===== src/rtl/multirate_stream_bridge_pkg.sv =====
// Shared sizing helpers for the multi-rate stream bridge.
package multirate_stream_bridge_pkg;

    // Pointer carries one extra wrap bit over the buffer index.
    function automatic int ptr_width(input int depth);
        return $clog2(depth) + 1;
    endfunction

    // A 1-entry buffer still needs a 1-bit index to declare storage.
    function automatic int idx_width(input int depth);
        return (depth > 1) ? $clog2(depth) : 1;
    endfunction

endpackage


===== src/rtl/multirate_stream_bridge_channel.sv =====
// One bridge channel: write/read pointers, enable-gated cross copies and the
// payload buffer. Source state moves on src_en_i, destination on dst_en_i.
module multirate_stream_bridge_channel
    import multirate_stream_bridge_pkg::*;
#(
    parameter int DataWidth = 32,
    parameter int Depth     = 2,
    parameter int PtrWidth  = ptr_width(Depth)
) (
    input  logic                 clk_i,
    input  logic                 rst_i,
    input  logic                 src_en_i,
    input  logic                 dst_en_i,
    input  logic                 src_valid_i,
    output logic                 src_ready_o,
    input  logic [DataWidth-1:0] src_data_i,
    output logic                 dst_valid_o,
    input  logic                 dst_ready_i,
    output logic [DataWidth-1:0] dst_data_o
);

    localparam int IdxWidth   = idx_width(Depth);
    localparam int BufEntries = 2 ** IdxWidth;
    localparam logic [PtrWidth-1:0] DepthP = PtrWidth'(Depth);
    localparam logic [PtrWidth-1:0] PtrOne = PtrWidth'(1);

    logic [PtrWidth-1:0]  r_wptr;
    logic [PtrWidth-1:0]  r_rptr;
    logic [PtrWidth-1:0]  r_wptr_dst;
    logic [PtrWidth-1:0]  r_rptr_src;
    logic [DataWidth-1:0] r_buf [BufEntries];

    logic [IdxWidth-1:0]  w_widx;
    logic [IdxWidth-1:0]  w_ridx;
    logic [PtrWidth-1:0]  w_occ_src;
    logic                 w_push;
    logic                 w_pop;

    generate
        if (Depth == 1) begin : g_single
            assign w_widx = '0;
            assign w_ridx = '0;
        end else begin : g_multi
            assign w_widx = r_wptr[PtrWidth-2:0];
            assign w_ridx = r_rptr[PtrWidth-2:0];
        end
    endgenerate

    // Source sees the read pointer late, so a slot being read is still
    // counted as occupied and the write index can never hit the read index.
    assign w_occ_src   = r_wptr - r_rptr_src;
    assign src_ready_o = (w_occ_src != DepthP);
    assign dst_valid_o = (r_wptr_dst != r_rptr);
    assign dst_data_o  = dst_valid_o ? r_buf[w_ridx] : '0;

    assign w_push = src_en_i & src_valid_i & src_ready_o;
    assign w_pop  = dst_en_i & dst_valid_o & dst_ready_i;

    always_ff @(posedge clk_i) begin
        if (rst_i) begin
            r_wptr     <= '0;
            r_rptr_src <= '0;
            for (int i = 0; i < BufEntries; i++) r_buf[i] <= '0;
        end else if (src_en_i) begin
            r_rptr_src <= r_rptr;
            if (w_push) begin
                r_buf[w_widx] <= src_data_i;
                r_wptr        <= r_wptr + PtrOne;
            end
        end
    end

    always_ff @(posedge clk_i) begin
        if (rst_i) begin
            r_rptr     <= '0;
            r_wptr_dst <= '0;
        end else if (dst_en_i) begin
            r_wptr_dst <= r_wptr;
            if (w_pop) r_rptr <= r_rptr + PtrOne;
        end
    end

    a_src_stable: assert property (@(posedge clk_i) disable iff (rst_i)
        (src_en_i && src_valid_i && !src_ready_o) |=> (src_valid_i && $stable(src_data_i)));

    a_dst_hold: assert property (@(posedge clk_i) disable iff (rst_i)
        (dst_valid_o && !(dst_en_i && dst_ready_i)) |=> dst_valid_o);

    a_occupancy: assert property (@(posedge clk_i) disable iff (rst_i)
        ((r_wptr - r_rptr) <= DepthP));

endmodule


===== src/rtl/multirate_stream_bridge.sv =====
// Multi-channel enable-rate bridge: independent buffered channels, each
// with its own pointers; the top only slices the packed buses.
module multirate_stream_bridge
    import multirate_stream_bridge_pkg::*;
#(
    parameter int NumChannels = 1,
    parameter int DataWidth   = 32,
    parameter int Depth       = 2,
    parameter int PtrWidth    = ptr_width(Depth)
) (
    input  logic                             clk_i,
    input  logic                             rst_i,
    input  logic                             src_en_i,
    input  logic                             dst_en_i,
    input  logic [NumChannels-1:0]           src_valid_i,
    output logic [NumChannels-1:0]           src_ready_o,
    input  logic [NumChannels*DataWidth-1:0] src_data_i,
    output logic [NumChannels-1:0]           dst_valid_o,
    input  logic [NumChannels-1:0]           dst_ready_i,
    output logic [NumChannels*DataWidth-1:0] dst_data_o
);

    for (genvar c = 0; c < NumChannels; c++) begin : g_ch
        multirate_stream_bridge_channel #(
            .DataWidth (DataWidth),
            .Depth     (Depth),
            .PtrWidth  (PtrWidth)
        ) u_ch (
            .clk_i       (clk_i),
            .rst_i       (rst_i),
            .src_en_i    (src_en_i),
            .dst_en_i    (dst_en_i),
            .src_valid_i (src_valid_i[c]),
            .src_ready_o (src_ready_o[c]),
            .src_data_i  (src_data_i[c*DataWidth +: DataWidth]),
            .dst_valid_o (dst_valid_o[c]),
            .dst_ready_i (dst_ready_i[c]),
            .dst_data_o  (dst_data_o[c*DataWidth +: DataWidth])
        );
    end

endmodule


===== config.mk =====
export PLATFORM = sky130hd
export DESIGN_NAME = multirate_stream_bridge
export DESIGN_NICKNAME = d
export VERILOG_FILES = /design/src/rtl/multirate_stream_bridge_pkg.sv /design/src/rtl/multirate_stream_bridge_channel.sv /design/src/rtl/multirate_stream_bridge.sv
export SDC_FILE = /design/constraint.sdc
export NUM_CORES = 1
export LEC_CHECK = 0
export BUFFER_PORTS_ARGS = -buffer_cell sky130_fd_sc_hd__buf_4
export CAP_MARGIN = 40
export CORE_MARGIN = 2
export CORE_UTILIZATION = 54
export DETAILED_ROUTE_END_ITERATION = 10
export HOLD_SLACK_MARGIN = 0.12
export PLACE_DENSITY = 0.83
export SETUP_SLACK_MARGIN = 0.4
export SLEW_MARGIN = 20
export SYNTH_ARGS = -nofsm -noshare
export SYNTH_HDL_FRONTEND = slang
export SYNTH_SLANG_ARGS = --single-unit

===== constraint.sdc =====
create_clock -name clk_i -period 2.4 [get_ports clk_i]
set_input_delay 0.36 -clock clk_i [delete_from_list [all_inputs] [get_ports clk_i]]
set_output_delay 0.36 -clock clk_i [all_outputs]
set_load 0.01 [all_outputs]

# After elaboration in Yosys (flattened, before gate mapping)

Memory sizes are Yosys's and may differ from the RTL's. A register that Yosys moved wholly into a read port is not among the register bits.
Cells that the tools add are included.

Bits in registers: 8
Memory bits (writable): 64
Input bits: 38
Output and inout port bits: 34
Word-level logic and storage cells: 29
Memories kept: 1

Add/subtract/negate cells: 3
Eq/ne operators: 2
Multiplexer cells: 12
Bitwise gates (word level): 4
Reduce and logical (&&, ||, !) cells: 3

Memories:

| name               | depth | width | read ports | clocked after Yosys merged registers in | write ports | RTL line                              | source |
|---|---|---|---|---|---|---|---|
| g_ch[0].u_ch.r_buf | 2     | 32    | 1          | 1                                       | 2           | multirate_stream_bridge_channel.sv:31 | `logic [DataWidth-1:0] r_buf [BufEntries];` |

Operator list:

| cell                                                          | count |
|---|---|
| 32-bit two-way mux                                            | 2 |
| 32-bit OR reduction                                           | 1 |
| 1-bit two-way mux                                             | 10 |
| 2-bit by 1-bit adder with 2-bit output, second input constant | 2 |
| 1-bit bitwise AND                                             | 4 |
| 2-bit AND reduction                                           | 2 |
| 2-bit != test                                                 | 1 |
| 2-bit != test, second input constant                          | 1 |
| 2-bit subtractor                                              | 1 |

# Longest topological paths before layout

Gate-level depths: netlist of the first run.

Depth in word-level cells: 9
Gate-level depth with buffers: 5
Mapped depth without buffers: 3

# Worst setup path after synthesis of the first run

No wires, ideal clock.

Path kind: register to register
Start: reg g_ch[0].u_ch.r_wptr[1]
End: mem g_ch[0].u_ch.r_buf[0][0], enable pin
Setup time: 0.394 ns
Data arrival time: 1.697 ns
Required time: 2.006 ns
Slack: 0.309 ns
Cell stages (with the launch flop): 5
Path buffers: 1
Period minus slack after synthesis: 2.091 ns
Path through: dfxtp_1 xor2_1 a211o_1 buf_6 nand2b_1

RTL lines:

| element                  | RTL line                              | source |
|---|---|---|
| start: declaration       | multirate_stream_bridge_channel.sv:27 | `logic [PtrWidth-1:0] r_wptr;` |
| start signal: assignment | multirate_stream_bridge_channel.sv:68 | `r_wptr <= r_wptr + PtrOne;` |
| end: declaration         | multirate_stream_bridge_channel.sv:31 |  |

# Worst setup path in the final report of the first run

Start: reg g_ch[0].u_ch.r_wptr_dst[1]
End: out dst_data_o[23]

Cells in the longest elaborated chain, start to end: 2

Ends and longest elaborated chain:

| element                  | RTL line                              | source |
|---|---|---|
| start: declaration       | multirate_stream_bridge_channel.sv:29 | `logic [PtrWidth-1:0] r_wptr_dst;` |
| start signal: assignment | multirate_stream_bridge_channel.sv:78 | `r_wptr_dst <= r_wptr;` |
| 2-bit != test            | multirate_stream_bridge_channel.sv:53 | `assign dst_valid_o = (r_wptr_dst != r_rptr);` |
| 32-bit two-way mux       | multirate_stream_bridge_channel.sv:54 | `assign dst_data_o = dst_valid_o ? r_buf[w_ridx] : '0;` |
| end: declaration         | multirate_stream_bridge.sv:20         | `output logic [NumChannels*DataWidth-1:0] dst_data_o` |

Every way passes these cells.

==> results of run 1 <==
==> worst max-delay path, cell delays in order (launching register included) <==
cell     delay, ns
dfxtp_1       0.33
xnor2_1       0.22
and2_1        0.20
buf_12        0.20
nor2_1        0.09
buf_4         0.15
==> kinds of logic after synthesis <==
group,count (synthesis),share of synthesized area
and+or+nand+nor,147,0.194
DFF,73,0.622
muxes,40,0.120
buffers and inverters,23,0.0419
AOI/OAI and AO/OA,6,0.0111
xor gates and xnor gates,4,0.0104
==> cells in the final DEF (no fill, tap or decap), types with 2 or more instances in the layout <==
cell type    n
nand2b_1    33
mux2_2       4
clkbuf_1     2
nand2b_2     2
clkbuf_8    10
clkinv_2     2
mux2i_1     36
dfxtp_1      7
nand2_1      3
a21oi_1      3
nor2b_1      3
nor2_2       2
edfxtp_1    64
nor2_1     101
buf_4       84
nand3_1      2
buf_12       3
inv_1        2
xnor2_1      2
==> metrics by stage <==
stage	hold WS, ns	std cells
floorplan	0.480	293
global placement	0.512	427
detailed placement	0.527	427
CTS	0.296	443
global route	0.318	450
finish	0.305	450
==> power groups by stage <==
stage | Combinational (uW) | Clock, uW | Sequential [uW]
global placement | 273 | 0 | 1500
floorplan | 167 | 0 | 1490
detailed placement | 279 | 0 | 1500
global route | 316 | 898 | 1480
finish | 290 | 826 | 1470
CTS | 283 | 836 | 1480
==> area by class of cell <==
class	count	share of cell area
Clock buffer	12	0.0345
Clock inverter	4	0.00505
Inverter	2	0.00178
Multi-Input combinational cell	197	0.272
Sequential cell	73	0.500
Tap cell	75	0.0223
Timing Repair Buffer	87	0.164
==> how the worst max path moves through the flow <==
| stage | start | end | cells past startpoint |
|---|---|---|---|
| 6_report | g_ch[0].u_ch.r_wptr_dst[1]$_SDFFE_PP0P_ | dst_data_o[23] | 5 |
| 5_1_grt | g_ch[0].u_ch.r_wptr_dst[1]$_SDFFE_PP0P_ | dst_data_o[23] | 5 |
| 4_1_cts | g_ch[0].u_ch.r_rptr[0]$_SDFFE_PP0P_ | dst_data_o[23] | 5 |
| 3_5_place_dp | g_ch[0].u_ch.r_rptr[0]$_SDFFE_PP0P_ | dst_data_o[21] | 5 |
| 3_3_place_gp | flip-flop | dst_data_o[31] | 4 |
| 2_1_floorplan | g_ch[0].u_ch.r_wptr[1]$_SDFFE_PP0P_ | g_ch[0].u_ch.r_buf[0][0]$_SDFFCE_PN0P_ | 4 |
==> per-layer routing <==
layer  track usage  up-vias
li1              -     1134
met4        0.0671        0
met2         0.346       81
met1         0.255     1094
met3        0.0477       13
met5             0        -
==> registers in the layout, indices dropped and copies added, names as in the netlist, named ones only <==
signal	count
g_ch.u_ch.r_wptr_dst	2
g_ch.u_ch.r_wptr	2
g_ch.u_ch.r_rptr	2
g_ch.u_ch.r_rptr_src	2
g_ch.u_ch.r_buf	64
==> repair_timing <==
item	4_1_cts	5_1_grt
gates cloned	0	0
setup endpoints to repair	33	33
hold buffers	0	0
setup buffers	0	7
gates resized for setup	3	3
==> synthesized netlist by cell type (all sizes together) <==
| master | count |
|---|---|
| clkbuf | 5 |
| mux2i | 36 |
| inv | 2 |
| a21oi | 3 |
| nand3 | 2 |
| and2 | 1 |
| xnor2 | 3 |
| buf | 16 |
| xor2 | 1 |
| mux2 | 4 |
| o22ai | 1 |
| nand2 | 3 |
| edfxtp | 64 |
| dfxtp | 9 |
| nor2 | 103 |
| nor2b | 3 |
| a21o | 1 |
| a211o | 1 |
| nand2b | 35 |
==> results.yml, run 1 <==
clocking:
  cts_buffers: 9
  htreeDepth: 3
  cts_tree: "yes"
  root_buffer: "clkbuf_8"
  path_clk_slew_ns: 0.07
  cts.sinks: 73
  clock_latency_ns: 0.35
  clockBufferDepth: 2
finish:
  finalNetCount: 408
  final_layout_size_suffix_gt1_frac: 0.296
  final_area_sq_um: 4210
  fillers: 414
  area_delta_synth_final_pct: 24.7
  regArea_sq_um: 2110
  final_core_utilization: 0.703
  multi_input_area_sq_um: 1150
  n_antenna_cell: 0
yosys:
  synth_top_area_frac: 0.569
  synthesis.nets: 331
  synth.avg_cell_area_sq_um: 11.5
  netlist_top_cells_area: "edfxtp_1 57%, nor2_1 11%, mux2i_1 11%, nand2b_1 6.5%, dfxtp_1 5.3%"
  syn-cell-area_sq_um: 3380
  yosysSeqAreaShare: 0.622
  yosysTopAreaCell: "edfxtp_1"
  yosysUniqueCellTypes: 22
  yosys_warnings: 0
  synthesis.instances: 293
  ys_seq_elements: 73
floorplan:
  start_util: 0.564
  core_area_sq_um: 5990
  dieHeight_um: 83.1
  pin_count: 72
  rows: 28
  die_area_sq_um: 6900
  die_x_um: 83.1
placement:
  preCtsSetupSlack_ns: 0.685
  portBuffers: 71
  place_congestion: 0.816
  dpl_cell_area_sq_um: 3970
  dp_hpwl_um: 4500
routing:
  met1_length_um: 2780
  wl_met2_um: 3490
  met3_wirelength_um: 389
  wl_per_cell_um: 15.1
  drt-pass1-iter-count: 4
  drt.antenna.violating_nets: 0
  viasPerCell: 5.16
  drc: 0
  drt-initial-drc-count: 176
  highest-signal-layer: "met4"
  num_vias: 2322
  wl_um: 6790
timing:
  relSlewSlack: 0.744
  slew_viol_final: 0
  rsz0062_at_grt: "no"
  fin_crit_sh: 0.798
  clock.fmax_ghz: 0.522
  skew_ns: 0.0108
  setup_ws_ns: 0.485
  finalSetupTns_ns: 0
  fin_crit_ns: 1.92
  tightest_slew_ns: 0.383
  setup_violations: 0
  hold_viol: 0
worst_hold_path:
  worstHoldEndpoint: "g_ch[0].u_ch.r_rptr_src[1]$_SDFFE_PP0P_"
  hold_path_depth: 3
  holdCritPathClass: "primary input to flip-flop"
  min-delay-start: "src_en_i"
global_routing:
  first_global_vias: 2330
  grt_start_max_net_pins: 45
  antenna_found_initial: 0
  grt_pass1_wl_um: 11000
  grt-ovfl-total: 0
  track_usage: 0.203
worst_setup_path:
  path_class: "flip-flop to output pin"
  r2r-end: "g_ch[0].u_ch.r_buf[0][1]$_SDFFCE_PN0P_"
  r2r-start: "g_ch[0].u_ch.r_wptr[1]$_SDFFE_PP0P_"
  cp.required_ns: 2.04
  cp-start-kind: "flip-flop"
  ff2ff_setup_slack_ns: 0.68
  cp-end-kind: "output pin"
  reg2reg_depth: 4
  worstPathArrival_ns: 1.56
  worstPathMaxFanout: 33
pwr:
  p_switching_uw: 608
  seqPwrFrac: 0.569
  power_density_nw_per_um2: 615
  cell_internal_pwr_uw: 1980
  p_comb_frac: 0.112
  p_clk_frac: 0.319
  ir_worst_vdd_v: 0.000483
  total_power_uw: 2590
  leakagePower_uw: 0.00163
  swShare: 0.235
flow_run:
  cap_violations: 0
status:
  outcome: "finished clean"
Power figures use the tool's default switching activity.
==> run 2: changes to the inputs <==
--- a/config.mk
+++ b/config.mk
@@ -8,10 +8,10 @@
 export BUFFER_PORTS_ARGS = -buffer_cell sky130_fd_sc_hd__buf_4
 export CAP_MARGIN = 40
 export CORE_MARGIN = 2
-export CORE_UTILIZATION = 54
+export CORE_UTILIZATION = 49
 export DETAILED_ROUTE_END_ITERATION = 10
 export HOLD_SLACK_MARGIN = 0.12
-export PLACE_DENSITY = 0.83
+export PLACE_DENSITY = 0.8
 export SETUP_SLACK_MARGIN = 0.4
 export SLEW_MARGIN = 20
 export SYNTH_ARGS = -nofsm -noshare
==> constraint.sdc (replaced) <==
create_clock -name clk_i -period 1.7 [get_ports clk_i]
set_input_delay 0.255 -clock clk_i [delete_from_list [all_inputs] [get_ports clk_i]]
set_output_delay 0.255 -clock clk_i [all_outputs]
set_load 0.01 [all_outputs]
==> results.yml, run 2 (synthesis results as in run 1) <==
floorplan:
  dieHeight_um: 87.0
  rows: 30
  start_util: 0.503
  core_area_sq_um: 6720
  pin_count: 72
  die_area_sq_um: 7570
  die_x_um: 87.0
timing:
  clock.fmax_ghz: 0.531
  slew_viol_final: 0
  fin_crit_ns: 1.88
  setup_violations: 32
  rsz0062_at_grt: "yes"
  skew_ns: 0.0128
  hold_viol: 0
  relSlewSlack: 0.756
  tightest_slew_ns: 0.356
  whs_ns: 0.204
  fin_crit_sh: 1.11
  setup_ws_ns: -0.184
global_routing:
  grt_pass1_wl_um: 15300
  grt-ovfl-total: 0
  first_global_vias: 2727
  grt_start_max_net_pins: 24
  antenna_found_initial: 0
  track_usage: 0.282
pwr:
  power_density_nw_per_um2: 742
  ir_worst_vdd_v: 0.000646
  leakagePower_uw: 0.00210
finish:
  fillers: 248
  largest_register_ffs: 64
  top_register: "g_ch.u_ch.r_buf"
  final_cell_mix: "89 x nor2_4, 64 x edfxtp_1, 53 x buf_4"
  final_common_cell: "nor2_4"
  n_antenna_cell: 0
  final_layout_size_suffix_gt1_frac: 0.641
  final_cells: 489
  area_delta_synth_final_pct: 75.2
  final_core_utilization: 0.881
  final_area_sq_um: 5920
  finalNetCount: 442
placement:
  portBuffers: 71
  dpl_cell_area_sq_um: 4350
  preCtsSetupSlack_ns: 0.223
  place_congestion: 0.766
  post-place-cells: 438
  dp_hpwl_um: 4580
routing:
  viasPerCell: 5.75
  num_vias: 2814
  drt-initial-drc-count: 224
  wl_um: 12600
  wl_per_cell_um: 25.8
  drt.antenna.violating_nets: 0
  drt-pass1-iter-count: 4
  drc: 0
clocking:
  root_buffer: "clkbuf_8"
  cts_tree: "yes"
  postCtsHoldBufs: 0
  cts.sinks: 73
  clock_latency_ns: 0.37
  path_clk_slew_ns: 0.08
  clockBufferDepth: 2
  cts_buffers: 9
  htreeDepth: 3
worst_setup_path:
  worstPathArrival_ns: 1.63
  r2r-start: "g_ch[0].u_ch.r_wptr[1]$_SDFFE_PP0P_"
  worstPathMaxFanout: 13
  cp.required_ns: 1.44
  path_class: "flip-flop to output pin"
  cp-start-kind: "flip-flop"
  startpoint: "g_ch[0].u_ch.r_wptr_dst[0]$_SDFFE_PP0P_"
  cp-end-kind: "output pin"
worst_hold_path:
  holdCritPathClass: "primary input to flip-flop"
  min-delay-start: "src_en_i"
status:
  violations: "setup timing"
  outcome: "complete, but fails checks"
flow_run:
  cap_violations: 0
==> run 2: cell count changes in the layout (fill, tap and decap cells not counted), moves of 3 or more <==
| cell | before | now |
|---|---|---|
| mux2i_1 | 36 | 26 |
| buf_6 | 0 | 34 |
| dfxtp_1 | 7 | 1 |
| nor2_2 | 2 | 5 |
| nor2_1 | 101 | 9 |
| dfxtp_4 | 1 | 4 |
| nor2_4 | 0 | 89 |
| buf_16 | 0 | 11 |
| dfxtp_2 | 1 | 4 |
| buf_4 | 84 | 53 |
| buf_12 | 3 | 19 |
| mux2i_2 | 0 | 8 |
==> run 2: routing by layer <==
metal	global-route usage	vias up	wire (um)
li1	-	1216	-
met1	0.376	1398	4800
met2	0.438	154	6420
met3	0.0739	46	831
met4	0.124	0	544
met5	0	-	0
==> run 2: layout make-up <==
class                      instances  area, sq um  share of cell area
inverter                           2         7.51             0.00127
clock inverter                     5         56.3             0.00951
tap                               80          100              0.0169
multi-input combinational        197         1960               0.331
sequential                        73         2120               0.358
clock buffer                      11          131              0.0222
timing repair buffer             121         1540               0.261
==> run 2: final timing paths <==
check / to / cells past startpoint / slack (ns)
setup / recovery: dst_data_o[16] / 5 / -0.18
hold / removal: g_ch[0].u_ch.r_rptr_src[0]$_SDFFE_PP0P_ / 3 / 0.20
setup reg to reg: g_ch[0].u_ch.r_buf[0][12]$_SDFFCE_PN0P_ / 5 / 0.07
hold reg to reg: g_ch[0].u_ch.r_rptr_src[0]$_SDFFE_PP0P_ / 2 / 0.57
==> run 2: power breakdown <==
part / switching [uW] / internal (uW)
Clock: 702 / 677
Sequential: 54.8 / 2040
Combinational: 470 / 445
==> run 2: worst max-delay path: stages, from the launching register on <==
cell	delay, ns
dfxtp_2	0.35
xnor2_2	0.23
and2_4	0.26
buf_12	0.20
nor2_2	0.07
buf_4	0.15
==> run 2: repair_timing <==
item,4_1_cts,5_1_grt
setup endpoints to repair,164,167
hold endpoints to repair,0,0
pin swaps,42,28
resized for setup,135,78
setup buffers,19,3
gates cloned,11,2
==> run 2: metrics by stage <==
step | setup TNS [ns] | total power (uW)
CTS | -1.81 | 4190
floorplan | 0 | 2450
finish | -4.50 | 4390
detailed placement | 0 | 2640
global placement | 0 | 2630
global route | -6.01 | 4520
